==> src/rtl/pipeline_pkg.sv <==
// Shared data-memory encodings and width constants for the load/store path.
package pipeline_pkg;

  localparam int XLEN      = 32;
  localparam int DM_TYPE_W = 3;

  typedef enum logic [DM_TYPE_W-1:0] {
    DM_BYTE   = 3'b000,
    DM_HALF   = 3'b001,
    DM_WORD   = 3'b010,
    DM_BYTE_U = 3'b100,
    DM_HALF_U = 3'b101
  } dm_type_e;

  typedef enum logic {
    OWN_CPU = 1'b0,
    OWN_DBG = 1'b1
  } dm_owner_e;

  // Counter width able to hold 0..max_wait inclusive.
  function automatic int unsigned wait_cnt_w(input int unsigned max_wait);
    return (max_wait < 1) ? 1 : $clog2(max_wait + 1);
  endfunction

endpackage

==> src/rtl/dm_arb_pick.sv <==
// Fixed-priority grant decision: CPU first, debug when CPU is idle or starved debug is forced.
module dm_arb_pick
  import pipeline_pkg::*;
(
  input  logic cpu_req_i,
  input  logic dbg_req_i,
  input  logic force_i,
  output logic cpu_gnt_o,
  output logic dbg_gnt_o
);

  always_comb begin
    dbg_gnt_o = dbg_req_i & (force_i | ~cpu_req_i);
    cpu_gnt_o = cpu_req_i & ~dbg_gnt_o;
  end

endmodule

==> src/rtl/dm_arbiter.sv <==
// Two-port (CPU / debug) data-memory arbiter: grant in N, memory access in N+1, read response in N+2.
module dm_arbiter
  import pipeline_pkg::*;
#(
  parameter int DBG_WAIT_MAX = 8,
  parameter int AW           = 32
) (
  input  logic                 clk,
  input  logic                 reset,
  input  logic                 cpu_req,
  input  logic                 cpu_we,
  input  logic [AW-1:0]        cpu_addr,
  input  logic [AW-1:0]        cpu_wdata,
  input  logic [DM_TYPE_W-1:0] cpu_type,
  output logic                 cpu_gnt,
  output logic                 cpu_rvalid,
  output logic [AW-1:0]        cpu_rdata,
  input  logic                 dbg_req,
  input  logic                 dbg_we,
  input  logic [AW-1:0]        dbg_addr,
  input  logic [AW-1:0]        dbg_wdata,
  input  logic [DM_TYPE_W-1:0] dbg_type,
  output logic                 dbg_gnt,
  output logic                 dbg_rvalid,
  output logic [AW-1:0]        dbg_rdata,
  output logic                 dm_we,
  output logic [AW-1:0]        dm_addr,
  output logic [AW-1:0]        dm_din,
  output logic [DM_TYPE_W-1:0] dm_type,
  input  logic [AW-1:0]        dm_dout
);

  localparam int              CW       = wait_cnt_w(DBG_WAIT_MAX);
  localparam logic [CW-1:0]   WAIT_MAX = CW'(DBG_WAIT_MAX);

  logic [CW-1:0]        wait_q, wait_d;
  logic                 force_dbg, pick_cpu, pick_dbg;

  logic                 vld_p1_q, vld_p1_d;
  logic                 we_p1_q, we_p1_d;
  logic [AW-1:0]        addr_p1_q, addr_p1_d;
  logic [AW-1:0]        wdata_p1_q, wdata_p1_d;
  logic [DM_TYPE_W-1:0] type_p1_q, type_p1_d;
  dm_owner_e            own_p1_q, own_p1_d;

  logic                 acc_live, rd_fire;
  logic                 cpu_rvalid_p2_q, cpu_rvalid_p2_d;
  logic                 dbg_rvalid_p2_q, dbg_rvalid_p2_d;
  logic [AW-1:0]        cpu_rdata_q, dbg_rdata_q;

  // ---- stage 0: arbitration and debug starvation counter
  assign force_dbg = (wait_q == WAIT_MAX);

  dm_arb_pick u_pick (
    .cpu_req_i (cpu_req),
    .dbg_req_i (dbg_req),
    .force_i   (force_dbg),
    .cpu_gnt_o (pick_cpu),
    .dbg_gnt_o (pick_dbg)
  );

  assign cpu_gnt = pick_cpu & ~reset;
  assign dbg_gnt = pick_dbg & ~reset;

  always_comb begin
    wait_d = '0;
    if (dbg_req && !dbg_gnt) begin
      wait_d = force_dbg ? wait_q : wait_q + CW'(1);
    end
  end

  always_ff @(posedge clk) begin
    if (reset) begin
      wait_q <= '0;
    end else begin
      wait_q <= wait_d;
    end
  end

  always_comb begin
    vld_p1_d = cpu_gnt | dbg_gnt;
    if (dbg_gnt) begin
      we_p1_d    = dbg_we;
      addr_p1_d  = dbg_addr;
      wdata_p1_d = dbg_wdata;
      type_p1_d  = dbg_type;
      own_p1_d   = OWN_DBG;
    end else begin
      we_p1_d    = cpu_we;
      addr_p1_d  = cpu_addr;
      wdata_p1_d = cpu_wdata;
      type_p1_d  = cpu_type;
      own_p1_d   = OWN_CPU;
    end
  end

  // ---- stage 1: access stage drives the memory
  always_ff @(posedge clk) begin
    if (reset) begin
      vld_p1_q <= 1'b0;
    end else begin
      vld_p1_q <= vld_p1_d;
    end
  end

  always_ff @(posedge clk) begin
    if (vld_p1_d) begin
      we_p1_q    <= we_p1_d;
      addr_p1_q  <= addr_p1_d;
      wdata_p1_q <= wdata_p1_d;
      type_p1_q  <= type_p1_d;
      own_p1_q   <= own_p1_d;
    end
  end

  // Reset kills the access combinationally so an in-flight write never reaches memory.
  assign acc_live = vld_p1_q & ~reset;
  assign rd_fire  = acc_live & ~we_p1_q;

  assign dm_we   = acc_live & we_p1_q;
  assign dm_addr = acc_live ? addr_p1_q  : '0;
  assign dm_din  = acc_live ? wdata_p1_q : '0;
  assign dm_type = acc_live ? type_p1_q  : '0;

  always_comb begin
    cpu_rvalid_p2_d = rd_fire & (own_p1_q == OWN_CPU);
    dbg_rvalid_p2_d = rd_fire & (own_p1_q == OWN_DBG);
  end

  // ---- stage 2: read response, per-port data held until the next response
  always_ff @(posedge clk) begin
    if (reset) begin
      cpu_rvalid_p2_q <= 1'b0;
      dbg_rvalid_p2_q <= 1'b0;
      cpu_rdata_q     <= '0;
      dbg_rdata_q     <= '0;
    end else begin
      cpu_rvalid_p2_q <= cpu_rvalid_p2_d;
      dbg_rvalid_p2_q <= dbg_rvalid_p2_d;
      if (cpu_rvalid_p2_d) cpu_rdata_q <= dm_dout;
      if (dbg_rvalid_p2_d) dbg_rdata_q <= dm_dout;
    end
  end

  assign cpu_rvalid = cpu_rvalid_p2_q & ~reset;
  assign dbg_rvalid = dbg_rvalid_p2_q & ~reset;
  assign cpu_rdata  = reset ? '0 : cpu_rdata_q;
  assign dbg_rdata  = reset ? '0 : dbg_rdata_q;

endmodule

==> config.mk <==
export PLATFORM = sky130hd
export DESIGN_NAME = dm_arbiter
export DESIGN_NICKNAME = d
export VERILOG_FILES = /design/src/rtl/pipeline_pkg.sv /design/src/rtl/dm_arb_pick.sv /design/src/rtl/dm_arbiter.sv
export SDC_FILE = /design/constraint.sdc
export NUM_CORES = 1
export LEC_CHECK = 0
export ABC_AREA = 1
export CAP_MARGIN = 20
export CORE_MARGIN = 4
export CORE_UTILIZATION = 43
export CTS_CLUSTER_SIZE = 40
export DETAILED_ROUTE_END_ITERATION = 16
export PLACE_DENSITY_LB_ADDON = 0.25
export SYNTH_ARGS = -nofsm -noshare
export SYNTH_HDL_FRONTEND = slang
export SYNTH_SLANG_ARGS = --single-unit
==> constraint.sdc <==
create_clock -name clk -period 4 [get_ports clk]
set_input_delay 0.8 -clock clk [delete_from_list [all_inputs] [get_ports clk]]
set_output_delay 0.8 -clock clk [all_outputs]
set_load 0.01 [all_outputs]
==> impl_metrics.yaml <==
status:
  outcome: "finished, final reports clean"
final_layout:
  drive_above_1_share_pct: 4.36
  fin_util_pct: 65.6
  antenna-diode-count: 0
  design_area_um2: 10800
  layout-area-overhead-vs-synth_pct: 50.0
  final_nets: 1445
  fillers: 1457
power:
  peakVddDrop_uv: 311
  power.density_nw_per_um2: 342
  seq_power_share_pct: 43.3
  clkPwrFrac_pct: 41.7
  p_int_mw: 2.82
  sw_frac_of_total_pct: 24.0
  p_sw_mw: 0.891
  leakagePower_nw: 4.69
  pwr-share-comb_pct: 14.9
clock_network:
  root_buffer: "clkbuf_16"
  htreeDepth: 4
  clockBufferDepth: 2
  clkLatencyLatePin_ps: 420
  tritoncts: "built"
  cts.repair.resized: 0
  clock_sinks: 140
  postCtsSetupRepairBufs: 0
  clk_pin_slew_worst_paths_ps: 60
  cts_hold_buf: 0
  cts_buffers: 17
global_route:
  grt_pass1_vias: 6593
  grt_usage_pct: 23.1
  grt_pass1_wl_um: 33700
  grt_max_degree: 70
  grt-ovfl-total: 0
  antenna_found_initial: 1
hold_path:
  hp-start: "wait_q[0]"
  hp-class: "register to register"
  holdPathEnd: "wait_q[0]"
  holdPathStages: 1
sta:
  max_slew_margin_pct: 33.7
  report.final.slew_viol_count: 0
  rsz0062_at_grt: "no"
  final_hold_viol_count: 0
  tightest_slew_ps: 994
  fin_ws_ps: 873
  period_minus_slack_ps: 3130
  setup_viol: 0
  min_period_over_period_pct: 78.2
  setup_tns_ps: 0
  skew_ps: 5.44
  fmaxAchievable_mhz: 320
critical_path:
  arrival_ps: 2330
  r2r_setup_slack_ps: 1680
  crit_path_end_kind: "output pin"
  critPathKind: "input port to output pin"
  crit_path_start_kind: "input port"
  reg2reg_to: "dbg_rdata_q[0]"
  crit_path_max_fanout: 33
  required_ps: 3200
  r2r_cells: 6
  rr_startpoint: "own_p1_q"
drt:
  dr.first_iter.drc_count: 443
  first_pass_iters: 5
  vias: 7024
  postRouteAntennaNets: 0
  routed_wl_um: 22300
  drc: 0
  wire_per_inst_um: 14.8
  vias_per_cell: 4.67
flow_run:
  maxCapViolCount: 0
place:
  place_area_um2: 10200
  place_congestion: 0.825
  dpl_worst_slack_ps: 862
  hpwl_um: 16100
  portBuffers: 307
floorplanning:
  rows: 47
  dieArea_um2: 19000
  dieWidth_um: 138
  pin_count: 308
  fp.coreArea_um2: 16500
  die_h_um: 138
  start_util_pct: 43.8
synth:
  postSynthAreaPerCell_um2: 7.20
  ys_ff_latch: 140
  ys.warnings.count: 0
  synthCells: 1004
  synth_nets: 1178
  synth_cell_types: 21
  netlist_area_um2: 7230
  synth-seq-area-share_pct: 48.3
==> final cells by class <==
class | count | area (um2) | area share (%)
sequential | 140 | 3490 | 32.2
multi-input combinational | 618 | 2660 | 24.6
clock inverter | 8 | 48.8 | 0.450
timing repair buffer | 318 | 3160 | 29.1
tap | 220 | 275 | 2.54
clock buffer | 24 | 546 | 5.03
inverter | 176 | 661 | 6.09
==> sequential cells by signal (all words and copies together) (netlist names) <==
signal,count
cpu_rdata_q,32
cpu_rvalid_p2_q,1
own_p1_q,1
type_p1_q,3
addr_p1_q,32
wait_q,4
dbg_rvalid_p2_q,1
vld_p1_q,1
wdata_p1_q,32
we_p1_q,1
dbg_rdata_q,32
==> worst max path at each step <==
stage,startpoint,endpoint
2_1_floorplan,reset,addr_p1_q[0]
3_3_place_gp,reset,dm_addr[10]
3_5_place_dp,reset,dm_addr[25]
4_1_cts,reset,dm_addr[25]
5_1_grt,reset,dm_addr[18]
6_report,reset,dm_addr[25]
==> power by group through the flow <==
stage / combinational, mW / clock [mW] / sequential [mW]
floorplan: 0.263 / 0 / 1.63
finish: 0.554 / 1.55 / 1.61
CTS: 0.555 / 1.57 / 1.61
detailed placement: 0.553 / 0 / 1.64
global route: 0.608 / 1.63 / 1.61
global placement: 0.548 / 0 / 1.63
==> through the flow <==
stage	std cells	power, mW	hold slack (ps)
global placement	1471	2.18	448
floorplan	1004	1.89	430
global route	1504	3.85	501
detailed placement	1471	2.19	469
CTS	1503	3.73	481
finish	1504	3.71	479
==> per-layer routing <==
metal	routed length [um]	up-vias	share of wire (%)	global-route usage (%)
met2	11300	265	51	40.1
met4	480	2	2.2	7.71
met3	1790	32	8.0	6.90
met1	8740	3121	39	27.1
li1	-	3604	-	-
met5	13	-	0.058	0
==> kinds of logic after synthesis <==
group,after synthesis,synth area share [%]
buffers and inverters,246,15.1
AND/OR/NAND/NOR,611,35.8
AO/OA/AOI/OAI,3,0.277
flip-flops,140,48.3
XOR/XNOR,2,0.242
adder cells (fa/ha/maj),2,0.346
==> cells in the final DEF, fill, tap and decap left out, types with 10 or more instances in the layout <==
| cell type | Yosys | routed |
|---|---|---|
| clkbuf_16 | 0 | 20 |
| dfxtp_1 | 71 | 71 |
| nor2_1 | 266 | 265 |
| nand3_1 | 71 | 71 |
| nand2_1 | 202 | 202 |
| nand4_1 | 65 | 65 |
| clkdlybuf4s50_1 | 0 | 306 |
| inv_1 | 173 | 172 |
| edfxtp_1 | 69 | 69 |
| buf_4 | 6 | 10 |
==> Yosys cell counts <==
cell type	n	share of area, %
a21oi_1	1	0.069
buf_1	5	0.26
buf_2	37	2.6
buf_4	6	0.62
buf_6	13	2.0
clkbuf_1	9	0.47
dfxtp_1	71	20
edfxtp_1	69	29
ha_1	2	0.35
inv_1	173	9.0
inv_2	3	0.16
nand2_1	202	10
nand2_2	2	0.17
nand3_1	71	4.9
nand3_2	2	0.28
nand4_1	65	5.6
nor2_1	266	14
nor2_4	3	0.47
o21a_1	2	0.21
xnor2_1	1	0.12
xor2_1	1	0.12
==> worst max-delay path, stage by stage <==
cell	delay [ps]
buf_2	130
nor2_4	50
inv_2	450
buf_4	340
nor2_1	60
clkdlybuf4s50_1	490
Note: power is estimated with default switching activity, not from simulation.
